File: src/rtl/rtc_calendar.sv
`default_nettype none
// ============================================================================
// Module   : rtc_calendar
// Brief    : Prescaled hh:mm:ss / yy-mm-dd clock-calendar with validated
//            load, 12/24-hour display and per-channel alarm comparators.
// Revision : 1.0
// ============================================================================
module rtc_calendar #(
  parameter int TICK_DIV   = 100000,
  parameter int ALARM_CH   = 2,
  parameter int RESET_YEAR = 16
) (
  input  logic                  CLK,
  input  logic                  RESETN,
  input  logic                  RUN,
  input  logic                  LOAD,
  input  logic [16:0]           LOAD_TIME,
  input  logic [15:0]           LOAD_DATE,
  input  logic                  HOUR12,
  input  logic [17*ALARM_CH-1:0] ALARM_TIME,
  input  logic [ALARM_CH-1:0]   ALARM_EN,
  output logic [16:0]           TIME_OUT,
  output logic [15:0]           DATE_OUT,
  output logic                  PM,
  output logic                  TICK,
  output logic                  LOAD_OK,
  output logic                  LOAD_ERR,
  output logic [ALARM_CH-1:0]   ALARM_HIT
);

  localparam int             c_PW         = $clog2(TICK_DIV);
  localparam logic [c_PW-1:0] c_PRESC_MAX = c_PW'(TICK_DIV - 1);

  function automatic logic [4:0] f_days_in_month(input logic [3:0] month,
                                                 input logic [6:0] year);
    case (month)
      4'd4, 4'd6, 4'd9, 4'd11: f_days_in_month = 5'd30;
      4'd2:                    f_days_in_month = (year[1:0] == 2'd0) ? 5'd29 : 5'd28;
      default:                 f_days_in_month = 5'd31;
    endcase
  endfunction

  logic [c_PW-1:0]     r_presc;
  logic [4:0]          r_hour;
  logic [5:0]          r_min;
  logic [5:0]          r_sec;
  logic [6:0]          r_year;
  logic [3:0]          r_month;
  logic [4:0]          r_day;
  logic                r_pm;
  logic                r_tick;
  logic                r_load_ok;
  logic                r_load_err;
  logic [ALARM_CH-1:0] r_alarm_hit;

  logic [4:0]  w_ld_hour;
  logic [5:0]  w_ld_min;
  logic [5:0]  w_ld_sec;
  logic [6:0]  w_ld_year;
  logic [3:0]  w_ld_month;
  logic [4:0]  w_ld_day;
  logic        w_load_valid;
  logic        w_presc_last;

  logic [4:0]  w_n_hour;
  logic [5:0]  w_n_min;
  logic [5:0]  w_n_sec;
  logic [6:0]  w_n_year;
  logic [3:0]  w_n_month;
  logic [4:0]  w_n_day;
  logic [16:0] w_next_time;
  logic [ALARM_CH-1:0] w_match;
  logic [4:0]  w_disp_hour;

  assign w_ld_hour  = LOAD_TIME[16:12];
  assign w_ld_min   = LOAD_TIME[11:6];
  assign w_ld_sec   = LOAD_TIME[5:0];
  assign w_ld_year  = LOAD_DATE[15:9];
  assign w_ld_month = LOAD_DATE[8:5];
  assign w_ld_day   = LOAD_DATE[4:0];

  assign w_load_valid = (w_ld_hour <= 5'd23) && (w_ld_min <= 6'd59) && (w_ld_sec <= 6'd59) &&
                        (w_ld_month >= 4'd1) && (w_ld_month <= 4'd12) &&
                        (w_ld_day >= 5'd1) &&
                        (w_ld_day <= f_days_in_month(w_ld_month, w_ld_year)) &&
                        (w_ld_year <= 7'd99);

  assign w_presc_last = (r_presc == c_PRESC_MAX);

  // Full carry chain from seconds through year, resolved in a single edge
  always_comb begin
    w_n_sec   = r_sec + 6'd1;
    w_n_min   = r_min;
    w_n_hour  = r_hour;
    w_n_day   = r_day;
    w_n_month = r_month;
    w_n_year  = r_year;
    if (r_sec == 6'd59) begin
      w_n_sec = 6'd0;
      if (r_min == 6'd59) begin
        w_n_min = 6'd0;
        if (r_hour == 5'd23) begin
          w_n_hour = 5'd0;
          if (r_day == f_days_in_month(r_month, r_year)) begin
            w_n_day = 5'd1;
            if (r_month == 4'd12) begin
              w_n_month = 4'd1;
              w_n_year  = (r_year == 7'd99) ? 7'd0 : r_year + 7'd1;
            end else begin
              w_n_month = r_month + 4'd1;
            end
          end else begin
            w_n_day = r_day + 5'd1;
          end
        end else begin
          w_n_hour = r_hour + 5'd1;
        end
      end else begin
        w_n_min = r_min + 6'd1;
      end
    end
  end

  assign w_next_time = {w_n_hour, w_n_min, w_n_sec};

  // The running time is always in range, so an out-of-range alarm can never match
  generate
    for (genvar k = 0; k < ALARM_CH; k++) begin : g_alarm
      assign w_match[k] = ALARM_EN[k] && (ALARM_TIME[17*k +: 17] == w_next_time);
    end
  endgenerate

  always_ff @(posedge CLK) begin
    if (!RESETN) begin
      r_presc     <= '0;
      r_hour      <= 5'd0;
      r_min       <= 6'd0;
      r_sec       <= 6'd0;
      r_year      <= 7'(RESET_YEAR);
      r_month     <= 4'd1;
      r_day       <= 5'd1;
      r_pm        <= 1'b0;
      r_tick      <= 1'b0;
      r_load_ok   <= 1'b0;
      r_load_err  <= 1'b0;
      r_alarm_hit <= '0;
    end else begin
      r_tick      <= 1'b0;
      r_load_ok   <= 1'b0;
      r_load_err  <= 1'b0;
      r_alarm_hit <= '0;
      if (LOAD && w_load_valid) begin
        r_presc   <= '0;
        r_hour    <= w_ld_hour;
        r_min     <= w_ld_min;
        r_sec     <= w_ld_sec;
        r_year    <= w_ld_year;
        r_month   <= w_ld_month;
        r_day     <= w_ld_day;
        r_pm      <= (w_ld_hour >= 5'd12);
        r_load_ok <= 1'b1;
      end else begin
        r_load_err <= LOAD;
        if (RUN) begin
          if (w_presc_last) begin
            r_presc     <= '0;
            r_hour      <= w_n_hour;
            r_min       <= w_n_min;
            r_sec       <= w_n_sec;
            r_year      <= w_n_year;
            r_month     <= w_n_month;
            r_day       <= w_n_day;
            r_pm        <= (w_n_hour >= 5'd12);
            r_tick      <= 1'b1;
            r_alarm_hit <= w_match;
          end else begin
            r_presc <= r_presc + 1'b1;
          end
        end
      end
    end
  end

  always_comb begin
    w_disp_hour = r_hour;
    if (HOUR12) begin
      if (r_hour == 5'd0)
        w_disp_hour = 5'd12;
      else if (r_hour > 5'd12)
        w_disp_hour = r_hour - 5'd12;
    end
  end

  assign TIME_OUT  = {w_disp_hour, r_min, r_sec};
  assign DATE_OUT  = {r_year, r_month, r_day};
  assign PM        = r_pm;
  assign TICK      = r_tick;
  assign LOAD_OK   = r_load_ok;
  assign LOAD_ERR  = r_load_err;
  assign ALARM_HIT = r_alarm_hit;

endmodule
`default_nettype wire

File: config.mk
export PLATFORM = sky130hd
export DESIGN_NAME = rtc_calendar
export DESIGN_NICKNAME = d
export VERILOG_FILES = /design/src/rtl/rtc_calendar.sv
export SDC_FILE = /design/constraint.sdc
export NUM_CORES = 1
export LEC_CHECK = 0
export CORE_ASPECT_RATIO = 1.2
export CORE_MARGIN = 5
export CORE_UTILIZATION = 45
export CTS_BUF_LIST = sky130_fd_sc_hd__clkbuf_8
export CTS_CLUSTER_SIZE = 20
export DETAILED_ROUTE_END_ITERATION = 12
export DONT_BUFFER_PORTS = 1
export PLACE_DENSITY_LB_ADDON = 0.15
export SLEW_MARGIN = 40
export SYNTH_ARGS = -nofsm -noshare
export SYNTH_HDL_FRONTEND = slang
export SYNTH_SLANG_ARGS = --single-unit
File: constraint.sdc
create_clock -name CLK -period 5.65 [get_ports CLK]
set_input_delay 0.2825 -clock CLK [delete_from_list [all_inputs] [get_ports CLK]]
set_output_delay 0.2825 -clock CLK [all_outputs]
set_load 0.02 [all_outputs]
After elaboration in Yosys (flattened, before gate mapping) --
Cells that the tools add are included.
Word-level totals: logic and storage cells 137, flip-flop bits (word level) 56, output and inout bits 39, input port bits 74
Operators by class: add/subtract/negate cells 8, reductions and logical operators 29, magnitude comparators 11, bitwise logic cells 3, muxes and demuxes 55, eq/ne operators 19
Operators with widths (count):
- 2-to-1 mux 5 bit | 19
- 2-to-1 mux 7 bit | 9
- 2-to-1 mux 6 bit | 9
- equality test 17 bit | 2
- 2-to-1 mux 4 bit | 8
- equality test 4 bit (second input constant) | 5
- adder 17 x 1 -> 17 bit (second input constant) | 1
- equality test 17 bit (second input constant) | 1
- 2-to-1 mux 17 bit | 1
- equality test 4 x 3 -> 1 bit (second input constant) | 4
- nonzero test 2 bit | 7
- adder 6 x 1 -> 6 bit (second input constant) | 2
- equality test 6 bit (second input constant) | 2
- less-or-equal comparator 6 bit (second input constant) | 2
- OR reduction 4 bit | 3
- adder 5 x 1 -> 5 bit (second input constant) | 2
- >= comparator 5 x 4 -> 1 bit (second input constant) | 2
- logical AND 1 bit | 10
- equality test 4 x 2 -> 1 bit (second input constant) | 2
- one-hot mux 2 bit (2 select lines) | 2
- adder 7 x 1 -> 7 bit (second input constant) | 1
- equality test 7 bit (second input constant) | 1
- less-or-equal comparator 7 bit (second input constant) | 1
- 2-to-1 mux 1 bit | 7
- 19 further kinds | 22

Longest topological paths before layout --
Gate-level depths: netlist of run 1.
depth after elaboration 14, mapped depth 12

Least setup slack after synthesis of run 1 --
Ideal clock, no wire load.
path kind register -> register, start register r_sec[0], end register r_alarm_hit[1] (netlist: ALARM_HIT[1]), arrival 2.705 ns, period minus slack after synthesis 2.793 ns, cell stages (with the launch flop) 9, path buffers 1, setup slack 2.857 ns, cell sequence dfxtp_1 > ha_1 > nor2b_1 > clkbuf_1 > nand3_1 > o31a_1 > a2111o_1 > or4_1 > nor4_2
Between the ends: word-level cells in the longest chain between the ends 4
RTL lines:
- from (decl) | RTL line 46 | logic [5:0] r_sec;
- from (signal assigned) | RTL line 156 | r_sec <= w_ld_sec;
- from (signal assigned) | RTL line 169 | r_sec <= w_n_sec;
- adder 6 x 1 -> 6 bit / equality test 6 bit (equally long branches) | RTL line 92, 98
- 2-to-1 mux 6 bit / 2-to-1 mux 5 bit (equally long branches) | RTL line 98 | if (r_sec == 6'd59) begin
- equality test 17 bit (*) | RTL line 129 | assign w_match[k] = ALARM_EN[k] && (ALARM_TIME[17*k +: 17] == w_next_time);
- logical AND 1 bit (*) | RTL line 129
- to (signal assigned) | RTL line 175 | r_alarm_hit <= w_match;
- to (decl) | RTL line 54 | logic [ALARM_CH-1:0] r_alarm_hit;
Every way passes the cells marked *; elsewhere a longest branch is shown, timed or not. A chain may end at the register's enable or synchronous reset.

Worst setup path after layout of run 1 --
start register r_sec[0], end register r_alarm_hit[0] (netlist: ALARM_HIT[0])
Same word-level chain as after synthesis.

==> results of run 1 <==
stage by stage:
step / instance area (sq um) / power, W
6_report: 4489 / 0.0008819
5_1_grt: 4489 / 0.0009335
3_3_place_gp: 4397 / 0.0006578
3_5_place_dp: 4399 / 0.0006618
4_1_cts: 4489 / 0.0008924
2_1_floorplan: 4344 / 0.0006161
worst max-delay path, stage by stage, from the launching register on:
cell and delay, ps:
sky130_fd_sc_hd__dfxtp_1 620, sky130_fd_sc_hd__ha_1 380, sky130_fd_sc_hd__nor2b_1 540, sky130_fd_sc_hd__nand4_1 590, sky130_fd_sc_hd__o32ai_1 400, sky130_fd_sc_hd__o22ai_1 160, sky130_fd_sc_hd__a2111oi_0 450, sky130_fd_sc_hd__nand4_1 160
sky130_fd_sc_hd__nor4_1 280
layout by cell type, fill, tap and decap left out, types with 6 or more instances in the layout:
cell and instances:
sky130_fd_sc_hd__dfxtp_1 56, sky130_fd_sc_hd__nor2_1 52, sky130_fd_sc_hd__nand2_1 47, sky130_fd_sc_hd__o21ai_0 45, sky130_fd_sc_hd__a21oi_1 32, sky130_fd_sc_hd__nand3_1 28, sky130_fd_sc_hd__xor2_1 26, sky130_fd_sc_hd__nor3_1 20
sky130_fd_sc_hd__xnor2_1 18, sky130_fd_sc_hd__inv_1 17, sky130_fd_sc_hd__ha_1 17, sky130_fd_sc_hd__nor2b_1 16, sky130_fd_sc_hd__a31oi_1 16, sky130_fd_sc_hd__nand4_1 12, sky130_fd_sc_hd__mux2i_1 12, sky130_fd_sc_hd__and3_1 12
sky130_fd_sc_hd__o211ai_1 9, sky130_fd_sc_hd__or3_1 9, sky130_fd_sc_hd__nor4_1 7, sky130_fd_sc_hd__o2111ai_1 7, sky130_fd_sc_hd__nand2b_1 6, sky130_fd_sc_hd__o21ai_1 6
cell families after synthesis:
family / share of synthesized area
adder cells (fa/ha/maj): 0.04896
flip-flops: 0.2581
AO/OA/AOI/OAI: 0.2451
AND/OR/NAND/NOR: 0.2880
XOR/XNOR: 0.08871
multiplexers: 0.03024
buffers and inverters: 0.04090
layer usage:
metal	wire length, um	part of all wire	GRT usage
met5	0	0	0
met4	594	0.044	0.1042
met3	1106	0.082	0.06461
met2	6354	0.47	0.3635
met1	5443	0.40	0.2714
path summary, 6_finish.rpt:
path                               to  depth (start not counted)  slack (ps)
min           r_month[0]$_SDFFE_PN1P_                          1          40
max           ALARM_HIT[0]$_SDFF_PP0_                          8        1990
min reg2reg  r_presc[11]$_SDFFE_PP0P_                          2         520
max reg2reg   ALARM_HIT[0]$_SDFF_PP0_                          8        1990
sequential cells by signal, summed over array words and instances (netlist names), 2 cells and up:
register	cells
r_presc	17
r_year	7
r_min	6
r_sec	6
r_day	5
r_hour	5
r_month	4
ALARM_HIT	2
where the power goes:
group          internal, W  total (W)  leakage (nW)  switching [W]
sequential        0.000416   0.000485         0.457      0.0000684
clock            0.0000884   0.000227        0.0445       0.000139
combinational    0.0000717   0.000170         0.959      0.0000982
total             0.000576   0.000882          1.46       0.000306
final cells by class:
type / count / share of cell area
clock buffer: 5 / 0.01533
timing repair buffer: 1 / 0.001672
tap: 123 / 0.03428
sequential: 56 / 0.2497
inverter: 17 / 0.01421
clock inverter: 3 / 0.004738
multi-input combinational: 479 / 0.6800
==> results_tabular.tex, run 1 <==
\begin{tabular}{lr}
\hline
Metric & Value \\
\hline
\multicolumn{2}{l}{\textbf{Floorplanning}} \\
\quad Number of placement rows & 39 \\
\quad Initial Utilization & 0.4589 \\
\quad Standard cell core area & 0.009467 sq mm \\
\quad Horizontal die dimension & 99.69 um \\
\quad Floorplan die height & 117.6 um \\
\quad Number of top-level pins & 113 \\
\quad Die area & 0.01173 sq mm \\
\multicolumn{2}{l}{\textbf{Global route}} \\
\quad Pin count of the biggest net entering global routing & 54 \\
\quad Initial antenna violation count & 0 \\
\quad Via count of the first global-routing pass & 4182 \\
\quad GRT overflow & 0 \\
\quad GRT Total Usage & 0.2247 \\
\quad Global-route wire length before repair & 21.62 mm \\
\multicolumn{2}{l}{\textbf{Pwr}} \\
\quad IR drop worst, VDD & 120.3 uV \\
\quad Power per standard cell area & 196.4 mW/mm\^{}2 \\
\quad Standby leakage power & 1.461 nW \\
\multicolumn{2}{l}{\textbf{Routing}} \\
\quad Vias per cell & 6.418 \\
\quad Wire length per cell after detailed routing & 19.74 um \\
\quad First drt pass iteration count & 5 \\
\quad Vias after detailed routing & 4390 \\
\quad DRC violation total after the first TritonRoute iteration & 233 \\
\quad Drt drc & 0 \\
\quad Number of routed nets with antenna violations & 0 \\
\quad DRT Wirelength & 13.50 mm \\
\multicolumn{2}{l}{\textbf{Flow run}} \\
\quad Max-capacitance violation count & 0 \\
\multicolumn{2}{l}{\textbf{Synth}} \\
\quad Cell with the most instances after synthesis & sky130\_fd\_sc\_hd\_\_dfxtp\_1 \\
\quad Share of flip-flops with an asynchronous set or reset & 0 \\
\quad Syn\_nets & 673 \\
\quad Most instantiated cells after synthesis & sky130\_fd\_sc\_hd\_\_dfxtp\_1, sky130\_fd\_sc\_hd\_\_nor2\_1, sky130\_fd\_sc\_hd\_\_nand2\_1 \\
\quad Leading register cell type out of synthesis & sky130\_fd\_sc\_hd\_\_dfxtp\_1 \\
\quad Sequential fraction of the synthesis area & 0.2581 \\
\quad Number of different library cells in the post-synthesis netlist & 60 \\
\quad Synth top area cells & sky130\_fd\_sc\_hd\_\_dfxtp\_1, sky130\_fd\_sc\_hd\_\_xor2\_1, sky130\_fd\_sc\_hd\_\_o21ai\_0, sky130\_fd\_sc\_hd\_\_ha\_1, sky130\_fd\_sc\_hd\_\_nor2\_1 \\
\quad Warning count from the yosys run & 0 \\
\quad Number of flops mapped to enable cells by yosys & 0 \\
\quad Number of storage elements in the synthesis netlist & 56 \\
\quad Syn Std Cell Area & 0.004344 sq mm \\
\quad Number of instances in the synthesized netlist & 582 \\
\quad Largest area contributor in the synthesized netlist & sky130\_fd\_sc\_hd\_\_dfxtp\_1 \\
\quad Area share of the leading cell type in the synthesized netlist & 0.2581 \\
\quad Avg Inst Size Synth & 7.464 sq um \\
\multicolumn{2}{l}{\textbf{CTS}} \\
\quad Master cell of the clock root buffer & sky130\_fd\_sc\_hd\_\_clkbuf\_8 \\
\quad CTS hold repair buffers & 0 \\
\quad TritonCTS clock tree & yes \\
\quad Cts bufs inserted & 5 \\
\quad CTS-repair resized insts & 0 \\
\quad Buffer depth of the longest clock path & 2 \\
\quad Number of H-tree branching levels & 2 \\
\quad Clock slew seen by the registers of the worst setup and hold paths & 110 ps \\
\quad Setup Fix Bufs, Post-CTS & 0 \\
\quad Number of sinks on the clock net & 56 \\
\quad Worst-skew pair later-pin latency & 320 ps \\
\multicolumn{2}{l}{\textbf{Final layout}} \\
\quad Register area & 0.001121 sq mm \\
\quad Final core utilization & 0.4742 \\
\quad Area delta synth->final & 3.341\% \\
\quad Final antenna diode count & 0 \\
\quad Fill cells & 1003 \\
\quad Number of nets in the layout & 651 \\
\quad Final non-filler cell total & 684 \\
\quad Multi-input gate area in the final layout & 0.003053 sq mm \\
\quad Proportion of layout cells with a drive suffix above 1 & 0.03209 \\
\multicolumn{2}{l}{\textbf{Setup path}} \\
\quad Category of the most critical setup path & register to register \\
\quad Startpoint type of the worst setup path & register \\
\quad Critical-path maximum fanout & 11 \\
\quad Data arrival time of the worst path & 3890 ps \\
\quad CP endpoint kind & register \\
\quad WP data required & 5880 ps \\
\quad Critical path launch point & r\_sec[0]\$\_SDFFE\_PN0P\_ \\
\quad Reg-to-Reg Start & r\_sec[0]\$\_SDFFE\_PN0P\_ \\
\multicolumn{2}{l}{\textbf{Hold path}} \\
\quad Worst hold path type & primary input to register \\
\quad Hold\_sp & RESETN \\
\multicolumn{2}{l}{\textbf{Timing}} \\
\quad Relative slew slack & 0.4559 \\
\quad Worst clock skew on the final layout & 10.02 ps \\
\quad Minimum hold slack & 44.78 ps \\
\quad Slew at the pin with the worst max-slew slack & 808.6 ps \\
\quad Worst setup margin & 1995 ps \\
\quad Max Fclk & 273.6 MHz \\
\quad Crit path time final & 3655 ps \\
\quad Count of endpoints failing hold in the final timing report & 0 \\
\quad Max-slew violation total from the final report & 0 \\
\quad RSZ-0062 raised after global routing & no \\
\quad Finish-stage setup viols & 0 \\
\quad Ratio of final minimum period to clock period & 0.6470 \\
\quad Total Neg Setup Slack & 0 ps \\
\multicolumn{2}{l}{\textbf{Place}} \\
\quad Final weighted congestion of routability-driven global placement & 0.9053 \\
\quad PortBufs & 0 \\
\quad Pre-CTS WS & 2219 ps \\
\quad Count of placed standard cells including taps & 676 \\
\quad Final HPWL from detailed placement & 10.27 mm \\
\multicolumn{2}{l}{\textbf{Outcome}} \\
\quad Result of the run & finished clean \\
\hline
\end{tabular}
Power figures use the tool's default switching activity.
==> run 2: changes to the inputs <==
--- a/config.mk
+++ b/config.mk
@@ -5,6 +5,7 @@
 export SDC_FILE = /design/constraint.sdc
 export NUM_CORES = 1
 export LEC_CHECK = 0
+export ABC_AREA = 1
 export CORE_ASPECT_RATIO = 1.2
 export CORE_MARGIN = 5
 export CORE_UTILIZATION = 45
==> constraint.sdc (replaced) <==
create_clock -name CLK -period 3.82 [get_ports CLK]
set_input_delay 0.191 -clock CLK [delete_from_list [all_inputs] [get_ports CLK]]
set_output_delay 0.191 -clock CLK [all_outputs]
set_load 0.02 [all_outputs]
==> run 2 against run 1 <==
  * Routed wire length decreased by 2.8%
  * Synthesized area increased by 2.9%
  * Non-clock buffer count increased by 6
  * Register-to-register slack got worse by 730 ps
==> results_tabular.tex, run 2 <==
\begin{tabular}{lr}
\hline
Metric & Value \\
\hline
\multicolumn{2}{l}{\textbf{Outcome}} \\
\quad Result of the run & finished clean \\
\multicolumn{2}{l}{\textbf{Routing}} \\
\quad Drt drc & 0 (unchanged) \\
\quad First drt pass iteration count & 5 (unchanged) \\
\quad Vias after detailed routing & 4704 (+7.2\%) \\
\quad DRT Wirelength & 13.13 mm (-2.8\%) \\
\quad Vias per cell & 5.394 (-16\%) \\
\quad Number of routed nets with antenna violations & 0 (unchanged) \\
\quad Wire length per cell after detailed routing & 15.05 um (-24\%) \\
\quad DRC violation total after the first TritonRoute iteration & 218 (-6.4\%) \\
\multicolumn{2}{l}{\textbf{Timing}} \\
\quad Slew at the pin with the worst max-slew slack & 802.8 ps (-5.845 ps) \\
\quad Finish-stage setup viols & 0 (unchanged) \\
\quad Max-slew violation total from the final report & 0 (unchanged) \\
\quad Relative slew slack & 0.4630 (+0.007102) \\
\quad Minimum hold slack & 12.26 ps (-32.52 ps) \\
\quad Crit path time final & 2555 ps (-1100 ps) \\
\quad Worst clock skew on the final layout & 5.514 ps (-4.504 ps) \\
\quad Total Neg Setup Slack & 0 ps (unchanged) \\
\quad RSZ-0062 raised after global routing & no \\
\quad Count of endpoints failing hold in the final timing report & 0 (unchanged) \\
\quad Ratio of final minimum period to clock period & 0.6689 (+0.02190) \\
\quad Max Fclk & 391.4 MHz (+43\%) \\
\multicolumn{2}{l}{\textbf{Synth}} \\
\quad Number of different library cells in the post-synthesis netlist & 42 (-30\%) \\
\quad Share of flip-flops with an asynchronous set or reset & 0 (unchanged) \\
\quad Most instantiated cells after synthesis & sky130\_fd\_sc\_hd\_\_nand2\_1, sky130\_fd\_sc\_hd\_\_inv\_1, sky130\_fd\_sc\_hd\_\_nor2\_1 \\
\quad Synth top area cells & sky130\_fd\_sc\_hd\_\_dfxtp\_1, sky130\_fd\_sc\_hd\_\_nand2\_1, sky130\_fd\_sc\_hd\_\_inv\_1, sky130\_fd\_sc\_hd\_\_nand3\_1, sky130\_fd\_sc\_hd\_\_nor2\_1 \\
\quad Syn Std Cell Area & 0.004468 sq mm (+2.9\%) \\
\quad Leading register cell type out of synthesis & sky130\_fd\_sc\_hd\_\_dfxtp\_1 \\
\quad Warning count from the yosys run & 0 (unchanged) \\
\quad Cell with the most instances after synthesis & sky130\_fd\_sc\_hd\_\_nand2\_1 \\
\quad Syn\_nets & 834 (+24\%) \\
\quad Largest area contributor in the synthesized netlist & sky130\_fd\_sc\_hd\_\_dfxtp\_1 \\
\quad Sequential fraction of the synthesis area & 0.2509 (-0.007154) \\
\quad Avg Inst Size Synth & 6.014 sq um (-19\%) \\
\quad Number of storage elements in the synthesis netlist & 56 (unchanged) \\
\quad Number of instances in the synthesized netlist & 743 (+28\%) \\
\quad Area share of the leading cell type in the synthesized netlist & 0.2509 (-0.007154) \\
\quad Number of flops mapped to enable cells by yosys & 0 (unchanged) \\
\multicolumn{2}{l}{\textbf{Setup path}} \\
\quad Crit path cell chain & ha\_1, nand2\_1, inv\_1, nand2\_2, nor2\_1, nand2\_1, nand2\_1, nand2\_1, nand2\_1, nand3\_1, nor2\_1, nand4\_1, nor2\_1 \\
\quad WP data required & 4090 ps (-1790 ps) \\
\quad Critical-path maximum fanout & 18 (+7) \\
\quad Slowest library cell on the worst path & sky130\_fd\_sc\_hd\_\_dfxtp\_1 \\
\quad Startpoint type of the worst setup path & register \\
\quad Cell repeated most along the worst path & sky130\_fd\_sc\_hd\_\_nand2\_1 \\
\quad Data arrival time of the worst path & 2820 ps (-1070 ps) \\
\quad Category of the most critical setup path & register to register \\
\quad CP endpoint kind & register \\
\quad CP max stage delay & 570 ps (-50 ps) \\
\multicolumn{2}{l}{\textbf{Floorplanning}} \\
\quad Number of top-level pins & 113 (unchanged) \\
\quad Horizontal die dimension & 101.0 um (+1.3\%) \\
\quad Floorplan die height & 119.2 um (+1.3\%) \\
\quad Initial Utilization & 0.4648 (+0.005897) \\
\quad Number of placement rows & 39 (unchanged) \\
\quad Die area & 0.01203 sq mm (+2.6\%) \\
\quad Standard cell core area & 0.009613 sq mm (+1.5\%) \\
\multicolumn{2}{l}{\textbf{Global route}} \\
\quad Pin count of the biggest net entering global routing & 29 (-46\%) \\
\quad GRT Total Usage & 0.2131 (-0.01168) \\
\quad GRT overflow & 0 (unchanged) \\
\quad Initial antenna violation count & 0 (unchanged) \\
\quad Global-route wire length before repair & 20.76 mm (-4.0\%) \\
\quad Via count of the first global-routing pass & 4441 (+6.2\%) \\
\multicolumn{2}{l}{\textbf{Final layout}} \\
\quad Proportion of layout cells with a drive suffix above 1 & 0.05474 (+0.02265) \\
\quad Most frequent standard cell in the layout excluding fill and tap cells & sky130\_fd\_sc\_hd\_\_nand2\_1 \\
\quad Largest reg by FF count & r\_presc \\
\quad Number of nets in the layout & 839 (+29\%) \\
\quad Final antenna diode count & 0 (unchanged) \\
\quad Max reg flops & 17 (unchanged) \\
\quad Fill cells & 1009 (+0.60\%) \\
\quad Multi-input gate area in the final layout & 0.002816 sq mm (-7.7\%) \\
\quad Registers with the most flip-flops & r\_presc (17), r\_year (7) \\
\quad Register area & 0.001121 sq mm (unchanged) \\
\quad Most used cells in the layout excluding fill and tap cells & sky130\_fd\_sc\_hd\_\_nand2\_1, sky130\_fd\_sc\_hd\_\_inv\_1, sky130\_fd\_sc\_hd\_\_nor2\_1 \\
\quad Area delta synth->final & 6.497\% \\
\multicolumn{2}{l}{\textbf{Pwr}} \\
\quad Standby leakage power & 2.267 nW (+55\%) \\
\quad Power per standard cell area & 276.6 mW/mm\^{}2 (+41\%) \\
\quad IR drop worst, VDD & 175.2 uV (+46\%) \\
\multicolumn{2}{l}{\textbf{CTS}} \\
\quad Worst-skew pair later-pin latency & 320 ps (about the same) \\
\quad Number of H-tree branching levels & 2 (unchanged) \\
\quad Buffer depth of the longest clock path & 2 (unchanged) \\
\quad Master cell of the clock root buffer & sky130\_fd\_sc\_hd\_\_clkbuf\_8 \\
\quad Cts bufs inserted & 5 (unchanged) \\
\quad Number of sinks on the clock net & 56 (unchanged) \\
\quad Clock slew seen by the registers of the worst setup and hold paths & 100 ps (about the same) \\
\quad TritonCTS clock tree & yes \\
\quad CTS-repair resized insts & 0 (unchanged) \\
\multicolumn{2}{l}{\textbf{Place}} \\
\quad Final HPWL from detailed placement & 10.50 mm (+2.2\%) \\
\quad Final weighted congestion of routability-driven global placement & 0.9040 (-0.14\%) \\
\quad PortBufs & 0 (unchanged) \\
\multicolumn{2}{l}{\textbf{Hold path}} \\
\quad Worst hold path type & primary input to register \\
\multicolumn{2}{l}{\textbf{Flow run}} \\
\quad Max-capacitance violation count & 0 (unchanged) \\
\hline
\end{tabular}
run 2: path summary, 6_finish.rpt:
| path | cells past startpoint | endpoint | start | slack [ps] |
|---|---|---|---|---|
| setup / recovery | 13 | ALARM_HIT[0]$_SDFF_PP0_ | r_sec[1]$_SDFFE_PN0P_ | 1260 |
| hold / removal | 2 | r_hour[4]$_SDFFE_PN0P_ | RESETN | 10 |
| setup reg to reg | 13 | ALARM_HIT[0]$_SDFF_PP0_ | r_sec[1]$_SDFFE_PN0P_ | 1260 |
| hold reg to reg | 1 | r_presc[0]$_SDFFE_PP0P_ | r_presc[0]$_SDFFE_PP0P_ | 520 |
run 2: where the power goes:
group | total (W) | internal (W) | switching, W | leakage [nW]
Sequential | 0.000659 | 0.000605 | 0.0000537 | 0.455
Clock | 0.000414 | 0.000199 | 0.000215 | 0.0600
Combinational | 0.000244 | 0.0000846 | 0.000159 | 1.75
Total | 0.00132 | 0.000889 | 0.000428 | 2.27
run 2: cell families after synthesis:
family / after synthesis / synth area share
compound gates: 89 / 0.1145
buf+inv: 138 / 0.1193
fa+ha+maj: 17 / 0.04760
xor+xnor: 17 / 0.03332
simple gates: 426 / 0.4343
flops: 56 / 0.2509
run 2: cell type report:
cell class	count	area share
clock buffers	5	0.01446
clock inverters	3	0.009729
inverters	129	0.1018
multi-input cells	549	0.5919
flip-flops and latches	56	0.2356
well taps	123	0.03234
repair buffers	7	0.01420
run 2: stage by stage:
stage	setup slack, ps	cell area (sq um)	cells	power, W	utilization
after floorplan	1732	4468	743	0.0008499	-
after global placement	1117	4583	858	0.0009003	0.4768
after detailed placement	1051	4583	858	0.0009059	0.4768
after CTS	1253	4758	872	0.001327	0.4950
after global routing	947.2	4758	872	0.001391	0.4950
final	1265	4758	872	0.001316	0.4950
run 2: critical path: cells and delay by family, from the launching register on:
family | cells | cell delay, ps
buffers and inverters | 1 | 100
and+or+nand+nor | 11 | 1480
adders and majority gates | 1 | 340
DFF | 1 | 570
run 2: layer usage:
layer | wire length [um] | GRT usage | vias up | share of wire
li1 | - | - | 2400 | -
met1 | 5233 | 0.2536 | 2104 | 0.40
met2 | 6088 | 0.3587 | 178 | 0.46
met3 | 1494 | 0.07251 | 22 | 0.11
met4 | 309 | 0.06650 | 0 | 0.024
met5 | 0 | 0 | - | 0
run 2: timing repair:
action                                  in CTS  in global routing
setup buffers                                0                  0
hold buffers                                 6                  0
endpoints found under the setup margin       0                  0
endpoints found under the hold margin       22                  0
==> run 3: changes to the inputs <==
--- a/config.mk
+++ b/config.mk
@@ -5,7 +5,7 @@
 export SDC_FILE = /design/constraint.sdc
 export NUM_CORES = 1
 export LEC_CHECK = 0
-export ABC_AREA = 1
+export ABC_AREA = 0
 export CORE_ASPECT_RATIO = 1.2
 export CORE_MARGIN = 5
 export CORE_UTILIZATION = 45
==> constraint.sdc (replaced) <==
create_clock -name CLK -period 2.31 [get_ports CLK]
set_input_delay 0.1155 -clock CLK [delete_from_list [all_inputs] [get_ports CLK]]
set_output_delay 0.1155 -clock CLK [all_outputs]
set_load 0.02 [all_outputs]
==> run 3 against run 2 <==
  * The flow now finishes with violations (setup timing)
  * Core utilization rose by 17 points
  * Register-to-register slack worse by 1700 ps
  * Sequential power up 65%
  * Design area grew 32%
  * Largest cell class unchanged
==> results_tabular.tex, run 3 (synthesis results as in run 1) <==
\begin{tabular}{lr}
\hline
Metric & Value \\
\hline
\multicolumn{2}{l}{\textbf{Final layout}} \\
\quad Largest reg by FF count & r\_presc \\
\quad Max reg flops & 17 (unchanged) \\
\quad Proportion of layout cells with a drive suffix above 1 & 0.2917 (+0.2369) \\
\quad Fill cells & 797 (-21\%) \\
\quad Number of nets in the layout & 810 (-3.5\%) \\
\quad Final non-filler cell total & 843 (-3.3\%) \\
\quad Area delta synth->final & 44.04\% \\
\quad Most frequent standard cell in the layout excluding fill and tap cells & sky130\_fd\_sc\_hd\_\_buf\_4 \\
\quad Final antenna diode count & 0 (unchanged) \\
\quad Register area & 0.001131 sq mm (+0.89\%) \\
\quad Registers with the most flip-flops & r\_presc (17), r\_year (7) \\
\quad Most used cells in the layout excluding fill and tap cells & sky130\_fd\_sc\_hd\_\_buf\_4, sky130\_fd\_sc\_hd\_\_dfxtp\_1, sky130\_fd\_sc\_hd\_\_nor2\_1 \\
\quad Multi-input gate area in the final layout & 0.003407 sq mm (+21\%) \\
\multicolumn{2}{l}{\textbf{Pwr}} \\
\quad Power per standard cell area & 387.1 mW/mm\^{}2 (+40\%) \\
\quad IR drop worst, VDD & 331.5 uV (+89\%) \\
\quad Standby leakage power & 2.388 nW (+5.4\%) \\
\multicolumn{2}{l}{\textbf{Place}} \\
\quad Count of placed standard cells including taps & 794 (-7.5\%) \\
\quad PortBufs & 0 (unchanged) \\
\quad Final weighted congestion of routability-driven global placement & 0.9267 (+2.5\%) \\
\quad Final HPWL from detailed placement & 11.77 mm (+12\%) \\
\quad Pre-CTS WS & -483.8 ps (-1535 ps) \\
\multicolumn{2}{l}{\textbf{Timing}} \\
\quad Ratio of final minimum period to clock period & 1.180 (+0.5111) \\
\quad Slew at the pin with the worst max-slew slack & 706.4 ps (-96.43 ps) \\
\quad Max-slew violation total from the final report & 0 (unchanged) \\
\quad Minimum hold slack & 10.85 ps (-1.410 ps) \\
\quad Finish-stage setup viols & 35 (+35) \\
\quad Crit path time final & 2726 ps (+170.6 ps) \\
\quad Relative slew slack & 0.5275 (+0.06450) \\
\quad Worst clock skew on the final layout & 20.63 ps (+15.12 ps) \\
\quad Count of endpoints failing hold in the final timing report & 0 (unchanged) \\
\quad Max Fclk & 366.9 MHz (-6.3\%) \\
\quad RSZ-0062 raised after global routing & yes \\
\quad Worst setup margin & -415.6 ps (-1681 ps) \\
\multicolumn{2}{l}{\textbf{Global route}} \\
\quad GRT overflow & 0 (unchanged) \\
\quad Initial antenna violation count & 0 (unchanged) \\
\quad GRT Total Usage & 0.2542 (+0.04110) \\
\quad Pin count of the biggest net entering global routing & 54 (+86\%) \\
\quad Global-route wire length before repair & 24.36 mm (+17\%) \\
\quad Via count of the first global-routing pass & 5036 (+13\%) \\
\multicolumn{2}{l}{\textbf{Routing}} \\
\quad DRC violation total after the first TritonRoute iteration & 283 (+30\%) \\
\quad Number of routed nets with antenna violations & 0 (unchanged) \\
\quad Vias after detailed routing & 5093 (+8.3\%) \\
\quad First drt pass iteration count & 5 (unchanged) \\
\quad Vias per cell & 6.042 (+12\%) \\
\quad DRT Wirelength & 15.90 mm (+21\%) \\
\quad Wire length per cell after detailed routing & 18.86 um (+25\%) \\
\quad Drt drc & 0 (unchanged) \\
\multicolumn{2}{l}{\textbf{Setup path}} \\
\quad Data arrival time of the worst path & 2980 ps (+160 ps) \\
\quad Cell depth of the worst flop-to-flop path & 6 (-7) \\
\quad WP data required & 2560 ps (-1530 ps) \\
\quad CP endpoint kind & register \\
\quad Startpoint type of the worst setup path & register \\
\quad Category of the most critical setup path & register to register \\
\quad Reg-to-Reg Start & r\_presc[6]\$\_SDFFE\_PP0P\_ \\
\quad Critical-path maximum fanout & 4 (-14) \\
\quad Setup slack, reg-to-reg & -420 ps (-1680 ps) \\
\quad Endpoint of the most critical register-to-register path & ALARM\_HIT[1]\$\_SDFF\_PP0\_ \\
\multicolumn{2}{l}{\textbf{CTS}} \\
\quad Master cell of the clock root buffer & sky130\_fd\_sc\_hd\_\_clkbuf\_8 \\
\quad Clock slew seen by the registers of the worst setup and hold paths & 120 ps (+20 ps) \\
\quad Number of sinks on the clock net & 56 (unchanged) \\
\quad Number of H-tree branching levels & 2 (unchanged) \\
\quad TritonCTS clock tree & yes \\
\quad Worst-skew pair later-pin latency & 330 ps (about the same) \\
\quad Cts bufs inserted & 5 (unchanged) \\
\quad Buffer depth of the longest clock path & 2 (unchanged) \\
\multicolumn{2}{l}{\textbf{Floorplanning}} \\
\quad Floorplan die height & 117.6 um (-1.3\%) \\
\quad Die area & 0.01173 sq mm (-2.5\%) \\
\quad Number of top-level pins & 113 (unchanged) \\
\quad Horizontal die dimension & 99.69 um (-1.3\%) \\
\quad Standard cell core area & 0.009467 sq mm (-1.5\%) \\
\quad Number of placement rows & 39 (unchanged) \\
\quad Initial Utilization & 0.4589 (-0.005897) \\
\multicolumn{2}{l}{\textbf{Hold path}} \\
\quad Worst hold path type & primary input to register \\
\quad Worst hold path cell count & 2 (unchanged) \\
\quad Hold\_sp & LOAD\_DATE[14] \\
\quad Hold endpoint & r\_year[5]\$\_SDFFE\_PN0P\_ \\
\multicolumn{2}{l}{\textbf{Flow run}} \\
\quad Max-capacitance violation count & 0 (unchanged) \\
\multicolumn{2}{l}{\textbf{Outcome}} \\
\quad Violated checks & setup timing \\
\quad Result of the run & finished with violations \\
\hline
\end{tabular}
## run 3: where the power goes
group	internal [W]	switching, W
Sequential	0.00102	0.0000706
Clock	0.000241	0.000349
Combinational	0.000326	0.000417
## run 3: cell type report
cell class	count	area share
clock inverter	2	0.001800
timing repair buffer	160	0.2250
sequential	56	0.1808
inverter	17	0.01020
tap	123	0.02460
clock buffer	6	0.01320
multi-input combinational	479	0.5445
## run 3: critical path, stage by stage, from the launching register on
cell	delay (ps)
sky130_fd_sc_hd__dfxtp_2	330
sky130_fd_sc_hd__or4b_4	530
sky130_fd_sc_hd__or4_4	560
sky130_fd_sc_hd__or2_4	280
sky130_fd_sc_hd__a2111o_1	320
sky130_fd_sc_hd__or4_1	500
sky130_fd_sc_hd__nor4_2	150
## run 3: worst max-delay path by stage
| stage | startpoint | end | slack (ps) | cells past startpoint |
|---|---|---|---|---|
| final | r_presc[6]$_SDFFE_PP0P_ | ALARM_HIT[1]$_SDFF_PP0_ | -420 | 6 |
| after global routing | r_presc[6]$_SDFFE_PP0P_ | r_year[6]$_SDFFE_PN0P_ | -510 | 9 |
| after detailed placement | r_sec[0]$_SDFFE_PN0P_ | ALARM_HIT[0]$_SDFF_PP0_ | -480 | 9 |
| after CTS | r_sec[0]$_SDFFE_PN0P_ | ALARM_HIT[0]$_SDFF_PP0_ | -380 | 9 |
| after floorplan | r_presc[11]$_SDFFE_PP0P_ | ALARM_HIT[1]$_SDFF_PP0_ | -260 | 6 |
| after global placement | r_sec[0]$_SDFFE_PN0P_ | ALARM_HIT[0]$_SDFF_PP0_ | -370 | 9 |
## run 3: layer usage
layer	up-vias	part of all wire	GRT usage
met1	2417	0.38	0.2885
met3	41	0.071	0.05394
li1	2445	-	-
met5	-	0	0
met2	190	0.51	0.4491
met4	0	0.041	0.1110
## run 3: what timing repair did
item                       in CTS  in global routing
setup endpoints to repair      31                 36
cloned                          0                  2
setup buffers                   5                 14
hold endpoints to repair       35                  0
pin swaps                      24                 40
gates resized for setup        29                 63
hold buffers                   22                  0
## run 3: per-stage QoR
stage | TNS [ps] | power, W | util | instance area, sq um
after floorplan | -1714 | 0.001514 | - | 4439
after global placement | -5030 | 0.001739 | 0.5657 | 5355
after detailed placement | -6921 | 0.001751 | 0.5657 | 5355
after CTS | -5629 | 0.002382 | 0.6154 | 5826
after global routing | -9314 | 0.002532 | 0.6610 | 6257
final | -6540 | 0.002422 | 0.6610 | 6257
